[src/rtl/haar_stage_sequencer_if.sv]
// Sequencer <-> stage table / feature memory / classifier bundle; master = sequencer side.
// No backpressure: the sequencer assumes the table is combinational and memory data lags the read strobe by 1 cycle.
interface haar_stage_sequencer_if #(
   parameter int DATA_WIDTH = 8,
   parameter int ACC_WIDTH  = 16,
   parameter int ADDR_WIDTH = 12,
   parameter int NUM_STAGES = 22
);
   localparam int STAGE_WIDTH = $clog2(NUM_STAGES);

   logic                   i_start;
   logic                   o_busy;
   logic                   o_done;
   logic                   o_face;
   logic [STAGE_WIDTH-1:0] o_stage_reached;
   logic [STAGE_WIDTH-1:0] o_stage_idx;
   logic [ADDR_WIDTH-1:0]  i_stage_count;
   logic [ACC_WIDTH-1:0]   i_stage_threshold;
   logic                   o_feature_rd;
   logic [ADDR_WIDTH-1:0]  o_feature_addr;
   logic                   o_param_load;
   logic [DATA_WIDTH-1:0]  i_haarvalue;

   modport master (
      input  i_start, i_stage_count, i_stage_threshold, i_haarvalue,
      output o_busy, o_done, o_face, o_stage_reached, o_stage_idx,
             o_feature_rd, o_feature_addr, o_param_load
   );

   modport slave (
      output i_start, i_stage_count, i_stage_threshold, i_haarvalue,
      input  o_busy, o_done, o_face, o_stage_reached, o_stage_idx,
             o_feature_rd, o_feature_addr, o_param_load
   );
endinterface

[src/rtl/haar_stage_sequencer.sv]
// Haar cascade stage sequencer: walks stages, streams features, accumulates and early-rejects a window.
// Each stage costs N+4 cycles (N features); no backpressure, i_start only honoured in IDLE.
module haar_stage_sequencer #(
   parameter int DATA_WIDTH = 8,
   parameter int ACC_WIDTH  = 16,
   parameter int ADDR_WIDTH = 12,
   parameter int NUM_STAGES = 22
) (
   input logic                   clk,
   input logic                   reset,
   haar_stage_sequencer_if.master bus
);
   localparam int STAGE_WIDTH = $clog2(NUM_STAGES);
   localparam logic [STAGE_WIDTH-1:0] LAST_STAGE = STAGE_WIDTH'(NUM_STAGES - 1);

   typedef enum logic [2:0] {
      IDLE,
      LOAD_STAGE,
      FEATURE,
      DRAIN,
      COMPARE,
      DONE
   } state_t;

   state_t                 state, next_state;
   logic [STAGE_WIDTH-1:0] stage_idx;
   logic [STAGE_WIDTH-1:0] stage_reached;
   logic [ADDR_WIDTH-1:0]  feat_ptr;
   logic [ADDR_WIDTH-1:0]  remaining;
   logic [ACC_WIDTH-1:0]   threshold;
   logic [ACC_WIDTH-1:0]   acc;
   logic                   drain_cnt;
   logic                   param_load;
   logic                   acc_en;
   logic                   face;
   logic                   feature_rd;
   logic                   busy;
   logic                   done;
   logic                   pass;
   logic                   last_stage;
   logic [ACC_WIDTH-1:0]   haar_ext;

   assign haar_ext   = {{(ACC_WIDTH-DATA_WIDTH){bus.i_haarvalue[DATA_WIDTH-1]}}, bus.i_haarvalue};
   assign pass       = $signed(acc) >= $signed(threshold);
   assign last_stage = (stage_idx == LAST_STAGE);

   always_ff @(posedge clk) begin
      if (reset) state <= IDLE;
      else       state <= next_state;
   end

   always_comb begin
      next_state = state;
      feature_rd = 1'b0;
      busy       = 1'b1;
      done       = 1'b0;
      case (state)
         IDLE: begin
            busy = 1'b0;
            if (bus.i_start) next_state = LOAD_STAGE;
         end
         LOAD_STAGE: begin
            next_state = (bus.i_stage_count == '0) ? DRAIN : FEATURE;
         end
         FEATURE: begin
            feature_rd = 1'b1;
            if (remaining == ADDR_WIDTH'(1)) next_state = DRAIN;
         end
         DRAIN: begin
            if (drain_cnt) next_state = COMPARE;
         end
         COMPARE: begin
            next_state = (!pass || last_stage) ? DONE : LOAD_STAGE;
         end
         DONE: begin
            done       = 1'b1;
            next_state = IDLE;
         end
         default: next_state = IDLE;
      endcase
   end

   always_ff @(posedge clk) begin
      if (reset) begin
         stage_idx     <= '0;
         stage_reached <= '0;
         feat_ptr      <= '0;
         remaining     <= '0;
         threshold     <= '0;
         acc           <= '0;
         drain_cnt     <= 1'b0;
         param_load    <= 1'b0;
         acc_en        <= 1'b0;
         face          <= 1'b0;
      end else begin
         // Two-stage strobe pipeline matches memory read latency plus classifier latency.
         param_load <= feature_rd;
         acc_en     <= param_load;
         if (acc_en) acc <= acc + haar_ext;

         case (state)
            IDLE: begin
               if (bus.i_start) begin
                  stage_idx <= '0;
                  feat_ptr  <= '0;
                  acc       <= '0;
                  face      <= 1'b0;
               end
            end
            LOAD_STAGE: begin
               remaining <= bus.i_stage_count;
               threshold <= bus.i_stage_threshold;
               acc       <= '0;
               drain_cnt <= 1'b0;
            end
            FEATURE: begin
               feat_ptr  <= feat_ptr + 1'b1;
               remaining <= remaining - 1'b1;
            end
            DRAIN: begin
               drain_cnt <= 1'b1;
            end
            COMPARE: begin
               stage_reached <= stage_idx;
               if (!pass)          face      <= 1'b0;
               else if (last_stage) face     <= 1'b1;
               else                stage_idx <= stage_idx + 1'b1;
            end
            default: ;
         endcase
      end
   end

   assign bus.o_busy          = busy;
   assign bus.o_done          = done;
   assign bus.o_face          = face;
   assign bus.o_stage_reached = stage_reached;
   assign bus.o_stage_idx     = stage_idx;
   assign bus.o_feature_rd    = feature_rd;
   assign bus.o_feature_addr  = feat_ptr;
   assign bus.o_param_load    = param_load;
endmodule

[src/flat_wrapper.sv]
// flat-port wrapper written by rule: the top's interface ports become plain ports
module haar_stage_sequencer_flat 
#(
   parameter int DATA_WIDTH = 8,
   parameter int ACC_WIDTH  = 16,
   parameter int ADDR_WIDTH = 12,
   parameter int NUM_STAGES = 22
)
  (clk, reset, bus_i_start, bus_i_stage_count, bus_i_stage_threshold, bus_i_haarvalue, bus_o_busy, bus_o_done, bus_o_face, bus_o_stage_reached, bus_o_stage_idx, bus_o_feature_rd, bus_o_feature_addr, bus_o_param_load);
  haar_stage_sequencer_if #(.DATA_WIDTH(DATA_WIDTH), .ACC_WIDTH(ACC_WIDTH), .ADDR_WIDTH(ADDR_WIDTH), .NUM_STAGES(NUM_STAGES)) bus_i ();
  input logic clk;
  input logic reset;
  input wire logic [$bits(bus_i.i_start)-1:0] bus_i_start;
  input wire logic [$bits(bus_i.i_stage_count)-1:0] bus_i_stage_count;
  input wire logic [$bits(bus_i.i_stage_threshold)-1:0] bus_i_stage_threshold;
  input wire logic [$bits(bus_i.i_haarvalue)-1:0] bus_i_haarvalue;
  output wire logic [$bits(bus_i.o_busy)-1:0] bus_o_busy;
  output wire logic [$bits(bus_i.o_done)-1:0] bus_o_done;
  output wire logic [$bits(bus_i.o_face)-1:0] bus_o_face;
  output wire logic [$bits(bus_i.o_stage_reached)-1:0] bus_o_stage_reached;
  output wire logic [$bits(bus_i.o_stage_idx)-1:0] bus_o_stage_idx;
  output wire logic [$bits(bus_i.o_feature_rd)-1:0] bus_o_feature_rd;
  output wire logic [$bits(bus_i.o_feature_addr)-1:0] bus_o_feature_addr;
  output wire logic [$bits(bus_i.o_param_load)-1:0] bus_o_param_load;
  assign bus_i.i_start = bus_i_start;
  assign bus_i.i_stage_count = bus_i_stage_count;
  assign bus_i.i_stage_threshold = bus_i_stage_threshold;
  assign bus_i.i_haarvalue = bus_i_haarvalue;
  assign bus_o_busy = bus_i.o_busy;
  assign bus_o_done = bus_i.o_done;
  assign bus_o_face = bus_i.o_face;
  assign bus_o_stage_reached = bus_i.o_stage_reached;
  assign bus_o_stage_idx = bus_i.o_stage_idx;
  assign bus_o_feature_rd = bus_i.o_feature_rd;
  assign bus_o_feature_addr = bus_i.o_feature_addr;
  assign bus_o_param_load = bus_i.o_param_load;
  haar_stage_sequencer #(.DATA_WIDTH(DATA_WIDTH), .ACC_WIDTH(ACC_WIDTH), .ADDR_WIDTH(ADDR_WIDTH), .NUM_STAGES(NUM_STAGES)) u_core (.clk(clk), .reset(reset), .bus(bus_i));
endmodule
[config.mk]
export PLATFORM = sky130hd
export DESIGN_NAME = haar_stage_sequencer_flat
export DESIGN_NICKNAME = d
export VERILOG_FILES = /design/src/rtl/haar_stage_sequencer_if.sv /design/src/rtl/haar_stage_sequencer.sv /design/src/flat_wrapper.sv
export SDC_FILE = /design/constraint.sdc
export NUM_CORES = 1
export LEC_CHECK = 0
export BUFFER_PORTS_ARGS = -buffer_cell sky130_fd_sc_hd__buf_2
export CORE_ASPECT_RATIO = 1.2
export CORE_MARGIN = 1
export CORE_UTILIZATION = 36
export CTS_CLUSTER_DIAMETER = 120
export DETAILED_ROUTE_END_ITERATION = 12
export GPL_ROUTABILITY_DRIVEN = 1
export GPL_TIMING_DRIVEN = 1
export PLACE_DENSITY_LB_ADDON = 0.08
export SLEW_MARGIN = 20
export SYNTH_ARGS = -nofsm -noshare
export SYNTH_HDL_FRONTEND = slang
export SYNTH_SLANG_ARGS = --single-unit
[constraint.sdc]
create_clock -name clk -period 3.3 [get_ports clk]
set_input_delay 0.66 -clock clk [delete_from_list [all_inputs] [get_ports clk]]
set_output_delay 0.66 -clock clk [all_outputs]
set_load 0.05 [all_outputs]
==> reports/metrics.csv, run 1 <==
metric;value;unit
final_cell_mix;dfxtp_1, nand2_1, buf_2;
syn_avg_cell_area;7.98;um^2
tritoncts;built;
power;0.00249;W
place_ws;0.450;ns
dp_hpwl;7.64;mm
drc;0;
fill_cells;1219;
rrSetupSlack;0.86;ns
critical_path.max_fanout;15;
cts-root-buf;clkbuf_16;
antenna_found_initial;0;
area_growth;17.6;%
grt_pass1_vias;3662;
cts_resized;0;
post_cts_buffers;0;
clk_pin_slew_worst_paths;0.06;ns
synth_cell_type_count;66;
hold_viol_final;0;
leakage;2.06;nW
hold_path.class;flip-flop to flip-flop;
drv_cap;0;
synth_area_leaders;dfxtp_1, ha_1, a21oi_1;
syn_inst;532;
path_cells;or3b_1, buf_4, clkinv_2, buf_2;
multiInputGateArea;2540;um^2
r2r_start;u_core.state[1];
crit_end;bus_o_feature_rd;
gp_congestion;0.896;
seqCellArea;1460;um^2
worstMarginPinSlew;0.908;ns
p_per_area;498;nW/um^2
netlist.area_leader.share;34.4;%
ys_seq_elements;73;
drv_slew;0;
fin_ws;0.745;ns
grt_first_pass_wirelength;17.2;mm
cp_slowest_stage_delay;0.51;ns
yosys_warnings;0;
rsz0062_at_grt;false;
nNetsFinal;665;
startpoint;u_core.state[1];
drt_iter0_drc;117;
cts_hold_buffers;0;
arrival;1.90;ns
clockBufferDepth;2;
syn_nets;608;
design.core.area;11500;um^2
clkLatencyLatePin;0.34;ns
start_util;36.9;%
final_area;4990;um^2
reg2reg_depth;9;
layout.cells.most_common;dfxtp_1;
routed_via_density;5.14;
die_w;101;um
cts_max_level;3;
num_rows;43;
cp_slowest_cell;dfxtp_1;
cp-start-kind;flip-flop;
max_freq;0.391;GHz
synthFlopType;dfxtp_1;
critPathKind;flip-flop to primary output;
clock_sinks;73;
finalSetupViolations;0;
syn_area;4250;um^2
grt_start_max_net_pins;32;
wirelength;10.3;mm
synth-edff-count;0;
placed_area;4700;um^2
grt_overflow;0;
cts_buffers;9;
drive_above_1_share;17.0;%
ys_seq_area_share;34.4;%
gr-usage-all-layers;18.0;%
cp.required;2.64;ns
vias;3857;
synth_top_area_cell;dfxtp_1;
run_status;finished clean;
layout_worst_path_cycle_share;77.4;%
r2r-end;u_core.remaining[8];
min_period;2.56;ns
routedWlPerCell;13.7;um
end_kind;primary output;
antennaDiodeCount;0;
port_buffers;65;
setup_tns;0;ns
die_h;121;um
ant_nets;0;
max_slew_margin;39.4;%
async_flop_share;0;%
die_area;12200;um^2
io-pin-count;66;
max-vdd-ir-drop;0.250;mV
firstDrtPassIters;4;
skew;0.00576;ns
==> cell usage after synthesis (all sizes together), types with 4 or more instances <==
cell type  count
o22ai          7
o21ai         13
a21oi         57
nand4          6
ha            36
clkbuf        17
nand2         68
mux2i         11
nand2b         9
or2            6
a21o           4
buf            7
xnor2         11
a211oi         8
nor2          56
inv           34
a221oi         4
nor4           7
nand3         19
dfxtp         73
nor3          12
a311oi         4
or4            4
o211ai         7
a31oi          5
==> cell type report <==
type                       count  share of cell area [%]
tap                          157                    3.93
inverter                      35                    2.66
clock buffer                  11                    4.86
clock inverter                 5                    1.10
sequential                    73                    29.3
timing repair buffer          70                    7.27
multi-input combinational    400                    50.9
==> power breakdown <==
part | total [W] | internal [W] | switching [W]
clock | 0.000987 | 0.000603 | 0.000383
combinational | 0.000496 | 0.000186 | 0.000310
sequential | 0.00100 | 0.000941 | 0.0000620
total | 0.00249 | 0.00173 | 0.000756
==> per-layer routing <==
layer	vias up	routed length, um	track usage [%]
met5	-	0	0
met4	0	160	7.16
met3	12	339	3.51
met2	65	5050	30.9
met1	1766	4730	21.8
li1	2014	-	-
==> per-stage QoR <==
stage	std cells	hold slack [ns]	util (%)
after CTS	751	0.454	43.4
after floorplan	532	0.436	-
final	751	0.453	43.4
after detailed placement	735	0.446	40.8
after global placement	735	0.443	40.8
after global routing	751	0.478	43.4
==> critical path: cells and delay by family, from the launching register on <==
family                 cells  cell delay, ns
flip-flops                 1            0.51
buffers and inverters      3            0.67
AND/OR/NAND/NOR            1            0.38
==> flip-flops by register name, summed over array words and instances, names as in the netlist <==
register                    flops
u_core.remaining               12
u_core.drain_cnt                1
u_core.state                    3
u_core.bus.o_stage_reached      5
u_core.acc_en                   1
u_core.threshold               16
u_core.bus.o_feature_addr      12
u_core.bus.o_face               1
u_core.acc                     16
u_core.bus.o_param_load         1
u_core.bus.o_stage_idx          5
==> cells by family after synthesis <==
logic type      Yosys count  synth area share (%)
simple gates            207                  23.4
compound gates          131                  19.8
flops                    73                  34.4
buf+inv                  59                  5.77
fa+ha+maj                37                  11.1
xor+xnor                 13                  2.68
mux                      12                  2.86
==> worst min path at each step <==
stage,startpoint,endpoint,slack [ns],depth (start not counted)
global placement,u_core.bus.o_stage_reached[4],u_core.bus.o_stage_reached[4],0.44,2
floorplan,u_core.threshold[10],u_core.threshold[10],0.44,2
global route,u_core.threshold[12],u_core.threshold[12],0.48,2
CTS,u_core.bus.o_stage_reached[4],u_core.bus.o_stage_reached[4],0.45,2
detailed placement,u_core.bus.o_stage_reached[4],u_core.bus.o_stage_reached[4],0.45,2
finish,u_core.bus.o_stage_reached[4],u_core.bus.o_stage_reached[4],0.45,2
Note: power is estimated with default switching activity, not from simulation.
==> run 2, diff against run 1 <==
==> constraint.sdc (replaced) <==
create_clock -name clk -period 2.05 [get_ports clk]
set_input_delay 0.41 -clock clk [delete_from_list [all_inputs] [get_ports clk]]
set_output_delay 0.41 -clock clk [all_outputs]
set_load 0.05 [all_outputs]
==> reports/metrics.csv, run 2 (same netlist as run 1, synthesis figures left out) <==
metric;value;unit;change
drv_slew;0;;unchanged
tritoncts;built;;unchanged
routedWlPerCell;13.8;um;was 13.7 um
power.internal;0.00294;W;was 0.00173 W
ant_nets;0;;unchanged
cts-root-buf;clkbuf_16;;unchanged
arrival;2.46;ns;was 1.90 ns
grt_pass1_vias;4087;;was 3,662
cts_hold_buffers;0;;unchanged
max_slew_margin;62.5;%;was 39.4%
min_period;2.21;ns;
pwr-share-seq;38.2;%;was 40.3%
top_regs;u_core.acc x16, u_core.threshold x16;;unchanged
finalSetupViolations;8;;was 0
port_buffers;65;;unchanged
rrSetupSlack;-0.16;ns;was 0.86 ns
cts_max_level;3;;unchanged
hold_start;bus_i_stage_threshold[9];;was u_core.bus.o_stage_reached[4]
drt_iter0_drc;149;;was 117
leakage;2.50;nW;was 2.06 nW
busiest_layer;met2;;unchanged
cts_buffers;9;;unchanged
swShare;29.9;%;was 30.4%
gp_congestion;0.855;;was 0.896
grt_use_met1;22.0;%;was 21.8%
nNetsFinal;743;;was 665
clk_pin_slew_worst_paths;0.06;ns;about the same
skew;0.00544;ns;was 0.00576 ns
r2r_start;u_core.threshold[13];;was u_core.state[1]
grt_start_max_net_pins;36;;was 32
area_growth;42.1;%;was 17.6%
max_freq;0.453;GHz;
drc;0;;unchanged
hold_path.class;input pin to flip-flop;;was flip-flop to flip-flop
r2r-end;u_core.bus.o_stage_idx[4];;was u_core.remaining[8]
end_kind;flip-flop;;was primary output
startpoint;u_core.threshold[13];;was u_core.state[1]
reg2reg_depth;9;;unchanged
num_rows;43;;unchanged
io-pin-count;66;;unchanged
clkLatencyLatePin;0.33;ns;was 0.34 ns
antenna_found_initial;0;;unchanged
run_status;finished, violations left;;was finished clean
max-vdd-ir-drop;0.440;mV;was 0.250 mV
switching_power;0.00125;W;was 0.000756 W
die_w;101;um;unchanged
rsz0062_at_grt;true;;was false
grtUsageMet3;2.53;%;was 3.51%
drv_cap;0;;unchanged
clkPwrFrac;35.7;%;was 39.7%
min_path_cells;3;;was 2
worstMarginPinSlew;0.562;ns;was 0.908 ns
fin_cells;828;;was 751
wirelength;11.4;mm;was 10.3 mm
hold_viol_final;0;;unchanged
p_per_area;695;nW/um^2;was 498 nW/um^2
die_h;121;um;unchanged
fin_ws;-0.157;ns;was 0.745 ns
failed_checks;setup timing;;
grt_first_pass_wirelength;18.7;mm;was 17.2 mm
clockBufferDepth;2;;unchanged
comb_power_share;26.1;%;was 20.0%
final_cell_mix;buf_4, nand2_1, buf_2;;was dfxtp_1, nand2_1, buf_2
power;0.00419;W;was 0.00249 W
design.core.area;11500;um^2;unchanged
firstDrtPassIters;4;;unchanged
critPathKind;flip-flop to flip-flop;;was flip-flop to primary output
cp-start-kind;flip-flop;;unchanged
dp_hpwl;8.48;mm;was 7.64 mm
grt_overflow;0;;unchanged
layout_worst_path_cycle_share;108;%;
routed_via_density;5.11;;was 5.14
critical_path.max_fanout;3;;was 15
met2_usage;35.1;%;was 30.9%
cp.required;2.30;ns;was 2.64 ns
die_area;12200;um^2;unchanged
gr-usage-all-layers;19.3;%;was 18.0%
vias;4235;;was 3,857
start_util;36.9;%;unchanged
drive_above_1_share;37.6;%;was 17.0%
hold-path-endpoint;u_core.threshold[9];;was u_core.bus.o_stage_reached[4]
dp.cells;801;;was 735
antennaDiodeCount;0;;unchanged
clock_sinks;73;;unchanged
layout.cells.most_common;buf_4;;was dfxtp_1
-- run 2: timing repair --
action | CTS | global route
gates resized for setup | 42 | 43
setup buffers | 6 | 8
setup endpoints to repair | 14 | 20
pin swaps | 23 | 28
-- run 2: area by class of cell --
type                    count  area [um^2]
multi-input cells         400         2960
clock inverters             4         45.0
clock buffers              11          233
repair buffers            148          970
well taps                 157          196
fillers                  1158         5480
flip-flops and latches     73         1490
inverters                  35          133
-- run 2: power by group through the flow --
stage                     clock (W)  sequential [W]  combinational, W
after floorplan                   0         0.00163          0.000646
after global placement            0         0.00162          0.000966
after detailed placement          0         0.00162          0.000978
after CTS                   0.00154         0.00160           0.00103
after global routing        0.00161         0.00161           0.00122
final                       0.00150         0.00160           0.00109
-- run 2: stage by stage --
stage	area, um^2	util (%)	hold WS (ns)	TNS [ns]	setup slack (ns)
6_report	6030	52.4	0.305	-0.729	-0.157
5_1_grt	6030	52.4	0.310	-1.67	-0.240
4_1_cts	5800	50.3	0.297	-0.497	-0.123
3_5_place_dp	5270	45.8	0.445	-2.67	-0.373
3_3_place_gp	5270	45.8	0.443	-2.46	-0.334
2_1_floorplan	4330	-	0.436	-0.138	-0.0748
-- run 2: worst max-delay path by stage --
stage                                endpoint  slack (ns)
floorplan                      u_core.acc[15]       -0.07
global placement               u_core.acc[15]       -0.33
detailed placement             u_core.acc[15]       -0.37
CTS                 u_core.bus.o_stage_idx[4]       -0.12
global route        u_core.bus.o_stage_idx[4]       -0.24
finish              u_core.bus.o_stage_idx[4]       -0.16
-- run 2: critical path, cell delays in order, from the launching register on --
cell and delay [ns]:
dfxtp_2 0.33, inv_2 0.04, ha_4 0.26, nand4_1 0.10
buf_4 0.16, nor4_4 0.19, a221o_1 0.23, o21ai_2 0.09
or4_4 0.52, o32ai_2 0.20
-- run 2: layer usage --
metal / up-vias / share of wire (%)
li1: 2163 / -
met3: 19 / 2.7
met4: 0 / 2.5
met2: 59 / 51
met5: - / 0
met1: 1994 / 44
==> run 3, diff against run 2 <==
--- a/config.mk
+++ b/config.mk
@@ -6,6 +6,8 @@
 export NUM_CORES = 1
 export LEC_CHECK = 0
 export BUFFER_PORTS_ARGS = -buffer_cell sky130_fd_sc_hd__buf_2
+export CELL_PAD_IN_SITES_DETAIL_PLACEMENT = 1
+export CELL_PAD_IN_SITES_GLOBAL_PLACEMENT = 1
 export CORE_ASPECT_RATIO = 1.2
 export CORE_MARGIN = 1
 export CORE_UTILIZATION = 36
==> reports/metrics.csv, run 3 (same netlist as run 1, synthesis figures left out) <==
metric;value;unit;change
clkPwrFrac;35.4;%;was 35.7%
cp_slowest_stage_delay;0.48;ns;was 0.52 ns
antennaDiodeCount;0;;unchanged
drive_above_1_share;37.5;%;was 37.6%
clk_pin_slew_worst_paths;0.06;ns;about the same
failed_checks;setup timing;;unchanged
critical_path.max_fanout;3;;unchanged
rsz0062_at_grt;true;;unchanged
path_buf_inv;2;;unchanged
die_w;101;um;unchanged
cts_max_level;3;;unchanged
cp.required;2.29;ns;was 2.30 ns
cts_hold_buffers;0;;unchanged
comb_power_share;26.6;%;was 26.1%
end_kind;flip-flop;;unchanged
switching_power;0.00129;W;was 0.00125 W
grt_overflow;0;;unchanged
die_area;12200;um^2;unchanged
arrival;2.48;ns;was 2.46 ns
wl_met1;5.51;mm;was 5.04 mm
grt_start_max_net_pins;31;;was 36
drv_slew;0;;unchanged
holdWs;0.307;ns;was 0.305 ns
antenna_found_initial;0;;unchanged
pwr-share-seq;38.0;%;was 38.2%
r2r-end;u_core.bus.o_stage_idx[4];;unchanged
routedWlPerCell;15.5;um;was 13.8 um
port_buffers;65;;unchanged
max-vdd-ir-drop;0.410;mV;was 0.440 mV
cts_buffers;9;;unchanged
wl_met2;6.85;mm;was 5.76 mm
finalSetupViolations;8;;unchanged
p_per_area;692;nW/um^2;was 695 nW/um^2
power.internal;0.00292;W;was 0.00294 W
routed-wl-met3;289;um;was 307 um
design.core.area;11500;um^2;unchanged
dr.max_layer_used;met4;;unchanged
layout.cells.most_common;buf_4;;unchanged
top_regs;u_core.acc x16, u_core.threshold x16;;unchanged
dp.cells;805;;was 801
cp-start-kind;flip-flop;;unchanged
drt_iter0_drc;119;;was 149
firstDrtPassIters;4;;unchanged
drc;0;;unchanged
clkLatencyLatePin;0.33;ns;about the same
fin_cells;832;;was 828
hold_path.class;input pin to flip-flop;;unchanged
power;0.00421;W;was 0.00419 W
run_status;finished, violations left;;unchanged
min_period;2.23;ns;was 2.21 ns
swShare;30.7;%;was 29.9%
num_rows;43;;unchanged
max_slew_margin;54.3;%;was 62.5%
fin_ws;-0.184;ns;was -0.157 ns
tritoncts;built;;unchanged
die_h;121;um;unchanged
vias;4327;;was 4,235
reg2reg_depth;9;;unchanged
cp.depth;9;;unchanged
final_core_util;52.8;%;was 52.4%
grt_pass1_vias;4440;;was 4,087
crit_family;simple AND/OR/NAND/NOR gates;;unchanged
drv_cap;0;;unchanged
grt_first_pass_wirelength;20.7;mm;was 18.7 mm
start_util;36.9;%;unchanged
critPathKind;flip-flop to flip-flop;;unchanged
routed_via_density;5.20;;was 5.11
clock_sinks;73;;unchanged
dp_hpwl;9.52;mm;was 8.48 mm
min_path_cells;3;;unchanged
final_cell_mix;buf_4, nand2_1, buf_2;;unchanged
wirelength;12.9;mm;was 11.4 mm
worstMarginPinSlew;0.678;ns;was 0.562 ns
hold_viol_final;0;;unchanged
area_growth;43.2;%;was 42.1%
gr-usage-all-layers;21.2;%;was 19.3%
fill_cells;1441;;was 1,158
rrSetupSlack;-0.18;ns;was -0.16 ns
max_freq;0.448;GHz;was 0.453 GHz
clockBufferDepth;2;;unchanged
nNetsFinal;747;;was 743
layout_worst_path_cycle_share;109;%;was 108%
ant_nets;0;;unchanged
io-pin-count;66;;unchanged
hold_start;bus_i_stage_threshold[1];;was bus_i_stage_threshold[9]
skew;0.00817;ns;was 0.00544 ns
path_cells;inv_1, ha_1, nand4_1, buf_4, nor2_1, o31ai_2, o21ai_2, or4_4, o32ai_2;;was inv_2, ha_4, nand4_1, buf_4, nor4_4, a221o_1, o21ai_2, or4_4, o32ai_2
cts-root-buf;clkbuf_16;;unchanged
cp_slowest_cell;or4_4;;unchanged
leakage;2.53;nW;was 2.50 nW
hold-path-endpoint;u_core.threshold[1];;was u_core.threshold[9]
r2r_start;u_core.threshold[15];;was u_core.threshold[13]
gp_congestion;0.837;;was 0.855
run 3: cell count changes in the layout (fill, tap and decap cells not counted), moves of 3 or more:
cell / before / now
clkbuf_8: 0 / 3
a211oi_1: 6 / 3
dfxtp_1: 53 / 57
a211oi_2: 2 / 5
dfxtp_2: 17 / 12
ha_1: 17 / 20
ha_4: 19 / 16
run 3: how the worst max path moves through the flow:
stage / to / start
final: u_core.bus.o_stage_idx[4] / u_core.threshold[15]
after global routing: u_core.bus.o_stage_idx[4] / u_core.threshold[12]
after CTS: u_core.bus.o_stage_idx[3] / u_core.threshold[1]
after detailed placement: u_core.acc[12] / bus_i_haarvalue[7]
after global placement: u_core.acc[15] / bus_i_haarvalue[7]
after floorplan: u_core.acc[15] / bus_i_haarvalue[6]
run 3: cell type report:
cell class | instances | area, um^2 | area share, %
timing repair buffer | 152 | 1020 | 16.8
multi-input combinational | 400 | 2950 | 48.6
inverter | 35 | 135 | 2.22
tap | 157 | 196 | 3.23
clock buffer | 13 | 270 | 4.45
clock inverter | 2 | 12.5 | 0.206
sequential | 73 | 1490 | 24.5
run 3: power groups by stage:
| stage | Combinational, W | Clock (W) | Sequential [W] |
|---|---|---|---|
| after floorplan | 0.000646 | 0 | 0.00163 |
| after global placement | 0.000985 | 0 | 0.00162 |
| after detailed placement | 0.00101 | 0 | 0.00163 |
| after CTS | 0.00104 | 0.00153 | 0.00160 |
| after global routing | 0.00123 | 0.00159 | 0.00161 |
| final | 0.00112 | 0.00149 | 0.00160 |
run 3: worst min-delay path: stages:
cell     delay [ns]
buf_2          0.09
nand2_1        0.04
a21oi_1        0.05
run 3: per-layer routing:
| metal | vias up | track usage [%] |
|---|---|---|
| met5 | - | 0 |
| met4 | 0 | 6.52 |
| met3 | 16 | 3.63 |
| met2 | 45 | 39.4 |
| met1 | 2092 | 24.4 |
| li1 | 2174 | - |
run 3: what timing repair did:
action / CTS / global route
pin swaps: 15 / 27
gates resized for setup: 24 / 63
setup endpoints to repair: 15 / 16
setup buffers: 2 / 13
run 3: per-stage QoR:
stage	setup TNS, ns	setup slack [ns]	instance area, um^2
after floorplan	-0.138	-0.0748	4330
after global placement	-2.45	-0.329	5320
after detailed placement	-3.05	-0.408	5320
after CTS	-0.812	-0.148	5720
after global routing	-2.11	-0.326	6080
final	-0.725	-0.184	6080
